==> config.mk <==
export PLATFORM = sky130hd
export DESIGN_NAME = sync_debounce_bank
export DESIGN_NICKNAME = d
export VERILOG_FILES = /design/src/rtl/sync_debounce_bank.sv
export SDC_FILE = /design/constraint.sdc
export NUM_CORES = 1
export LEC_CHECK = 0
export ABC_CLOCK_PERIOD_IN_PS = 1700
export CAP_MARGIN = 30
export CORE_ASPECT_RATIO = 0.8
export CORE_MARGIN = 1.5
export CORE_UTILIZATION = 50
export CTS_BUF_LIST = sky130_fd_sc_hd__clkbuf_16
export DETAILED_ROUTE_END_ITERATION = 10
export GPL_ROUTABILITY_DRIVEN = 0
export HOLD_SLACK_MARGIN = 0.1
export PLACE_DENSITY = 0.84
export SLEW_MARGIN = 25
export SYNTH_ARGS = -nofsm -noshare
export SYNTH_HDL_FRONTEND = slang
export SYNTH_SLANG_ARGS = --single-unit
==> constraint.sdc <==
create_clock -name Clk -period 1.7 [get_ports Clk]
set_clock_uncertainty 0.2 [all_clocks]
set_input_delay 0.255 -clock Clk [delete_from_list [all_inputs] [get_ports Clk]]
set_output_delay 0.255 -clock Clk [all_outputs]
set_load 0.02 [all_outputs]
==> src/rtl/sync_debounce_bank.sv <==
// rtl/sync_debounce_bank.sv - multi-channel input synchronizer and debounce filter with edge strobes
module sync_debounce_bank #(
   parameter int               WIDTH           = 4,
   parameter int               NUM_STAGES      = 2,
   parameter int               DEBOUNCE_CYCLES = 4,
   parameter logic [WIDTH-1:0] RESET_VALUE     = '0
) (
   input  logic             Clk,
   input  logic             Reset_n,
   input  logic [WIDTH-1:0] Input,
   output logic [WIDTH-1:0] Output,
   output logic [WIDTH-1:0] Rise,
   output logic [WIDTH-1:0] Fall,
   output logic             AnyChange
);
   localparam int            CW       = (DEBOUNCE_CYCLES > 1) ? $clog2(DEBOUNCE_CYCLES) : 1;
   localparam logic [CW-1:0] CNT_LAST = CW'(DEBOUNCE_CYCLES - 1);

   logic [WIDTH-1:0] stage_q [NUM_STAGES];
   logic [CW-1:0]    cnt_q   [WIDTH];
   logic [CW-1:0]    cnt_d   [WIDTH];
   logic [WIDTH-1:0] sync_s;
   logic [WIDTH-1:0] next_out;

   assign sync_s = stage_q[NUM_STAGES-1];

   always_ff @(posedge Clk or negedge Reset_n) begin
      if (!Reset_n) begin
         for (int k = 0; k < NUM_STAGES; k++) stage_q[k] <= RESET_VALUE;
      end else begin
         stage_q[0] <= Input;
         for (int k = 1; k < NUM_STAGES; k++) stage_q[k] <= stage_q[k-1];
      end
   end

   // A channel flips only on the edge where its run of disagreeing samples reaches the limit.
   always_comb begin
      next_out = Output;
      for (int i = 0; i < WIDTH; i++) begin
         cnt_d[i] = '0;
         if (sync_s[i] != Output[i]) begin
            if (cnt_q[i] == CNT_LAST) next_out[i] = sync_s[i];
            else                      cnt_d[i]    = cnt_q[i] + CW'(1);
         end
      end
   end

   always_ff @(posedge Clk or negedge Reset_n) begin
      if (!Reset_n) begin
         Output    <= RESET_VALUE;
         Rise      <= '0;
         Fall      <= '0;
         AnyChange <= 1'b0;
         for (int i = 0; i < WIDTH; i++) cnt_q[i] <= '0;
      end else begin
         Output    <= next_out;
         Rise      <= ~Output & next_out;
         Fall      <= Output & ~next_out;
         AnyChange <= |(Output ^ next_out);
         for (int i = 0; i < WIDTH; i++) cnt_q[i] <= cnt_d[i];
      end
   end
endmodule

# After elaboration in Yosys (flattened, before gate mapping)
# Index checks and enable logic that the tools add are counted.
# totals
reg_bits	29
# op_classes
n_addsub	4
eq_ne	8
muxes	16
bitwise	5
n_reduce_logical	1
# op_table
operator	count
$mux 2	8
$add 2x1->2 const B	4
$and 4x4->4	2
$eq 2x2->1 const B	4
$mux 1	8
$not 4->4	2
$ne 1x1->1	4
$reduce_or 4->1	1
$xor 4x4->4	1

# Longest topological paths before layout
# Gate-level depths: netlist of the first run.
# depth
depth_word	5
ltp_mapped	5
ltp_nobuf	5

# Worst setup path after synthesis of the first run
# No wires, ideal clock.
# synth_timing
path_type	reg-to-reg
startpoint	register cnt_q[2] in the netlist's numbering
endpoint	register AnyChange
setup_time_ps	130
arrival_time_ps	1131
slack_ps	239
path_stages_with_launch	6
synth_period_minus_slack_ps	1461
path_cell_list	dfrtp_1 -> ha_1 -> nand2_1 -> o21ai_0 -> ha_1 -> nand4_1
# synth_via
elab_chain_len	5
# synth_lines
item	line	text
from (decl)	20	logic [CW-1:0] cnt_q [WIDTH];
$eq 2x2->1	42	if (cnt_q[i] == CNT_LAST) next_out[i] = sync_s[i];
$mux 1	42	
$mux 1	41	if (sync_s[i] != Output[i]) begin
via next_out[2]	23	logic [WIDTH-1:0] next_out;
$xor 4x4->4	59	AnyChange <= |(Output ^ next_out);
$reduce_or 4->1	59	
to (signal assigned)	59	
to (decl)	14	output logic AnyChange
# The timed path passes the listed nets, and every way through them passes these cells.

# Worst setup path in the final report of the first run
# layout_timing
startpoint	register Fall[2]
endpoint	output port Fall[2]
# layout_lines
item	line	text
from (decl)	13	output logic [WIDTH-1:0] Fall,
from (signal assigned)	58	Fall <= Output & ~next_out;
# No word-level cell between the ends.

==> results of run 1 <==
state kept, by name (all words and copies together), names as in the netlist:
register / count
sync_s: 4
stage_q: 4
Output: 4
AnyChange: 1
cnt_q: 8
Fall: 4
Rise: 4
cell type report:
cell class	instances	area, um^2
Sequential cell	29	726
Fill cell	125	534
Multi-Input combinational cell	37	322
Timing Repair Buffer	19	185
Clock buffer	5	125
Tap cell	24	30.0
Inverter	4	15.0
Clock inverter	2	7.51
report_power, final:
group          internal [W]  leakage [nW]  switching, W
clock network      0.000518        0.0685      0.000249
registers          0.000918         0.360      0.000116
logic              0.000426         0.259      0.000473
metal layers:
metal	wire length (um)	GRT usage, %	up-vias
met5	0	0	-
met4	11	9.00	0
met3	85	11.1	2
met2	789	25.3	15
met1	608	16.8	292
li1	-	-	284
Yosys cell counts:
cell type   n  area share, %
inv_1       4            1.4
nand4_1     1           0.59
nor2b_1     4            2.4
ha_1       12             14
o21a_1      4            2.8
nand2_1     4            1.4
o21ai_0     4            1.9
dfrtp_1    29             68
xnor2_1     4            3.3
nor3_2      4            3.8
per-stage QoR:
stage | cell area, um^2 | power, W | hold WS (ns) | setup slack [ns]
6_report | 1410 | 0.00270 | 0.145 | 0.0612
5_1_grt | 1410 | 0.00289 | 0.153 | 0.00606
4_1_cts | 1410 | 0.00276 | 0.146 | 0.0432
3_5_place_dp | 1280 | 0.00198 | 0.136 | 0.112
3_3_place_gp | 1280 | 0.00194 | 0.132 | 0.165
2_1_floorplan | 1060 | 0.00157 | -0.241 | 0.239
worst max-delay path by stage:
stage	from	endpoint	slack, ns	cells past startpoint
2_1_floorplan	cnt_q[2]	AnyChange	0.24	5
3_3_place_gp	cnt_q[2]	AnyChange	0.17	5
3_5_place_dp	cnt_q[2]	AnyChange	0.11	5
4_1_cts	Rise[0]	Rise[0]	0.04	1
5_1_grt	Fall[0]	Fall[0]	0.006	1
6_report	Fall[2]	Fall[2]	0.06	1
layout by cell type, fill, tap and decap left out, types with 5 or more instances in the layout:
master	n
clkdlybuf4s50_1	13
clkbuf_16	5
ha_1	12
dfrtp_1	29
inv_1	5
logic make-up (layout without fill, tap and decap cells):
group,after synthesis,count (layout),share of synthesized area (%)
DFF,29,29,68.3
adders and majority gates,12,12,14.1
buffers and inverters,4,30,1.41
xor gates and xnor gates,4,4,3.30
AOI/OAI and AO/OA,8,8,4.71
and+or+nand+nor,13,13,8.13
==> impl_metrics.yaml, run 1 <==
floorplan:
  dieWidth_um: 54.5
  design.core.area_mm2: 0.00194
  boundaryPins: 19
  initial_core_util_pct: 54.6
  die_h_um: 44.2
  die_area_mm2: 0.00241
  rows: 14
sta:
  fmax_mhz: 610
  slew_headroom_pct: 77.1
  tightestPinTransition_ns: 0.344
  hold_viol: 0
  fin_crit_sh_pct: 96.4
  timing.setup.tns_ns: 0
  setup_viol: 0
  rsz0062_at_grt: "false"
  fin_crit_ns: 1.64
  slew_violations: 0
worst_setup_path:
  cp_num_buf_inv: 1
  worst_path_max_delay_cell: "clkdlybuf4s50_1"
  cp-start-kind: "register"
  crit_family: "buffers and inverters"
  crit_type: "register to primary output"
  reg2reg_depth: 5
  max_stage_delay_ns: 0.60
  r2r_slack_ns: 0.10
  worst-path-max-fanout: 1
  regToRegStartpoint: "cnt_q[2]"
  worstPathRequired_ns: 1.24
  crit_path_end_kind: "primary output"
  r2r_end: "AnyChange"
  worstPathArrival_ns: 1.18
  cp_cell_sequence: "clkdlybuf4s50_1"
drt:
  vias: 593
  ant_nets: 0
  via_per_inst: 4.94
  wire_per_inst_um: 12.5
  drc: 0
  firstDrtPassIters: 2
  drtIter0Drc: 4
  wl_um: 1490
synth:
  yosysSeqAreaShare_pct: 68.3
  yosys.cell_types.count: 10
  syn_area_per_cell_um2: 15.2
  yosys_warnings: 0
  syn-cell-area_mm2: 0.00106
  ys_seq_elements: 29
  synth_fp_nets: 88
  syn_inst: 70
hold_path:
  hp-start: "stage_q[6]"
  whs_path_depth: 0
  hold_class: "register to register"
  worstHoldEndpoint: "sync_s[2]"
final_layout:
  final_cells: 120
  postLayoutCoreUtil_pct: 72.5
  drive_gt1_share_pct: 10.4
  area_delta_synth_final_pct: 32.7
  final_net_count: 114
  antenna_cells: 0
status:
  outcome: "finished clean"
placement:
  portBuffers: 18
  place_hpwl_um: 1020
  place_inst: 113
global_route:
  grt_max_degree: 30
  grt_util_all_layers_pct: 16.5
  grt_pass1_wl_um: 2530
  grt_pass1_vias: 603
  antenna_found_initial: 0
  overflow: 0
clocking:
  cts_hold_buf: 0
  numCtsBuffers: 5
  post_cts_resized: 4
  cts_tree: "built"
  clock_sinks: 29
  cts_setup_buffers: 0
  cts_buffer_depth: 2
  clock_latency_ns: 0.26
  cts_root_buf: "clkbuf_16"
  clk_pin_slew_ns: 0.04
  htree_levels: 2
run:
  cap_violations: 0
power:
  ir_drop_mv: 1.31
  p_leak_nw: 0.688
  powerDensity_mw_per_mm2: 1910
(Power assumes the default switching activity.)
==> run 2, diff against run 1 <==
--- a/config.mk
+++ b/config.mk
@@ -14,7 +14,7 @@
 export DETAILED_ROUTE_END_ITERATION = 10
 export GPL_ROUTABILITY_DRIVEN = 0
 export HOLD_SLACK_MARGIN = 0.1
-export PLACE_DENSITY = 0.84
+export PLACE_DENSITY = 0.87
 export SLEW_MARGIN = 25
 export SYNTH_ARGS = -nofsm -noshare
 export SYNTH_HDL_FRONTEND = slang
==> run 2 against run 1 <==
Utilization up 0.13 points; sequential power is essentially flat; maximum frequency down 0.40%; count of clock-buffer cells in the layout is the same; via count fell by 0.67%; hold slack lost 0.00087 ns; clock power rose by 3.3%; combinational power is essentially flat; highest routed layer is now met3; die area stayed put.
==> impl_metrics.yaml, run 2 (synthesized netlist as in run 1, its figures left out) <==
floorplan:
  die_area_mm2: 0.00241
  initial_core_util_pct: 54.6
  dieWidth_um: 54.5
  rows: 14
  die_h_um: 44.2
  design.core.area_mm2: 0.00194
  boundaryPins: 19
sta:
  rsz0062_at_grt: "false"
  setup_slack_ns: 0.0546
  fin_crit_sh_pct: 96.8
  hold_viol: 0
  fmax_mhz: 608
  timing.setup.tns_ns: 0
  setup_viol: 0
  slew_violations: 0
  worst_hold_slack_ns: 0.144
  fin_crit_ns: 1.65
  slew_headroom_pct: 77.1
  tightestPinTransition_ns: 0.344
power:
  powerDensity_mw_per_mm2: 1930
  p_comb_share_pct: 32.9
  switchingPower_w: 0.000862
  clockPowerShare_pct: 29.0
  cell_internal_pwr_w: 0.00187
  p_leak_nw: 0.673
  ir_drop_mv: 1.35
  seq_power_share_pct: 38.1
  netSwitchingFraction_pct: 31.6
drt:
  wl_um: 1550
  firstDrtPassIters: 1
  ant_nets: 0
  via_per_inst: 4.87
  drtIter0Drc: 0
  wire_per_inst_um: 12.8
  drc: 0
  vias: 589
status:
  outcome: "finished clean"
hold_path:
  hold_class: "register to register"
  whs_path_depth: 0
  hp-start: "stage_q[7]"
  worstHoldEndpoint: "sync_s[3]"
run:
  cap_violations: 0
worst_setup_path:
  cp-start-kind: "register"
  worst-path-max-fanout: 1
  regToRegStartpoint: "cnt_q[0]"
  cp-startpoint: "Rise[3]"
  r2r_slack_ns: 0.10
  cp_num_buf_inv: 1
  crit_path_end_kind: "primary output"
  worst_path_max_delay_cell: "clkdlybuf4s50_1"
  reg2reg_depth: 5
  r2r_end: "AnyChange"
  cp_cell_sequence: "clkdlybuf4s50_1"
  crit_family: "buffers and inverters"
  max_stage_delay_ns: 0.60
  worstPathArrival_ns: 1.19
  worstPathRequired_ns: 1.24
  crit_type: "register to primary output"
final_layout:
  multi_input_area_um2: 322
  final_cell_mix: "dfrtp_1, clkdlybuf4s50_1, ha_1, clkbuf_16"
  largest_register_ffs: 8
  mostFrequentLayoutCell: "dfrtp_1"
  regArea_um2: 726
  area_delta_synth_final_pct: 33.0
  fillers: 132
  drive_gt1_share_pct: 11.3
  postLayoutCoreUtil_pct: 72.7
  antenna_cells: 0
  max_flop_register: "cnt_q"
  final_net_count: 114
clocking:
  cts_setup_buffers: 0
  numCtsBuffers: 5
  clock_sinks: 29
  cts_tree: "built"
  clock_latency_ns: 0.27
  cts_buffer_depth: 2
  htree_levels: 2
  cts_hold_buf: 0
  clk_pin_slew_ns: 0.05
  cts_root_buf: "clkbuf_16"
placement:
  place_ws_ns: 0.132
  place_hpwl_um: 1100
  portBuffers: 18
global_route:
  grt_max_degree: 30
  grt_pass1_vias: 609
  grt_pass1_wl_um: 2640
  grt_util_all_layers_pct: 16.8
  antenna_found_initial: 0
  overflow: 0
run 2: repair_timing:
action / 4_1_cts / 5_1_grt
setup endpoints to repair: 4 / 0
gates resized for setup: 4 / 0
endpoints found under the hold margin: 0 / 0
run 2: worst max path at each step:
| stage | depth (start not counted) | to | slack (ns) |
|---|---|---|---|
| 2_1_floorplan | 5 | AnyChange | 0.24 |
| 3_3_place_gp | 5 | AnyChange | 0.18 |
| 3_5_place_dp | 5 | AnyChange | 0.13 |
| 4_1_cts | 1 | AnyChange | 0.04 |
| 5_1_grt | 1 | AnyChange | 0.007 |
| 6_report | 1 | Rise[3] | 0.05 |
run 2: metal layers:
metal  wire length, um  global-route usage (%)  vias to the layer above
li1                  -                       -                      284
met3               113                    10.1                        0
met2               788                    25.5                       16
met4                 0                    6.00                        0
met1               648                    19.7                      289
met5                 0                       0                        -
run 2: power by group through the flow:
stage / clock network, W / logic (W) / registers [W]
6_report: 0.000792 / 0.000898 / 0.00104
5_1_grt: 0.000847 / 0.00101 / 0.00107
2_1_floorplan: 0 / 0.000354 / 0.00121
3_5_place_dp: 0 / 0.000940 / 0.00105
3_3_place_gp: 0 / 0.000895 / 0.00104
4_1_cts: 0.000818 / 0.000923 / 0.00105
run 2: layout make-up:
class	instances	area share, %
clock inverter	3	0.886
clock buffer	5	8.86
multi-input combinational	37	22.8
tap	24	2.13
sequential	29	51.4
timing repair buffer	19	12.9
inverter	4	1.06
run 2: metrics by stage:
step / cells / power [W] / instance area, um^2
2_1_floorplan: 70 / 0.00157 / 1060
3_3_place_gp: 113 / 0.00194 / 1280
3_5_place_dp: 113 / 0.00199 / 1280
4_1_cts: 121 / 0.00279 / 1410
5_1_grt: 121 / 0.00292 / 1410
6_report: 121 / 0.00273 / 1410
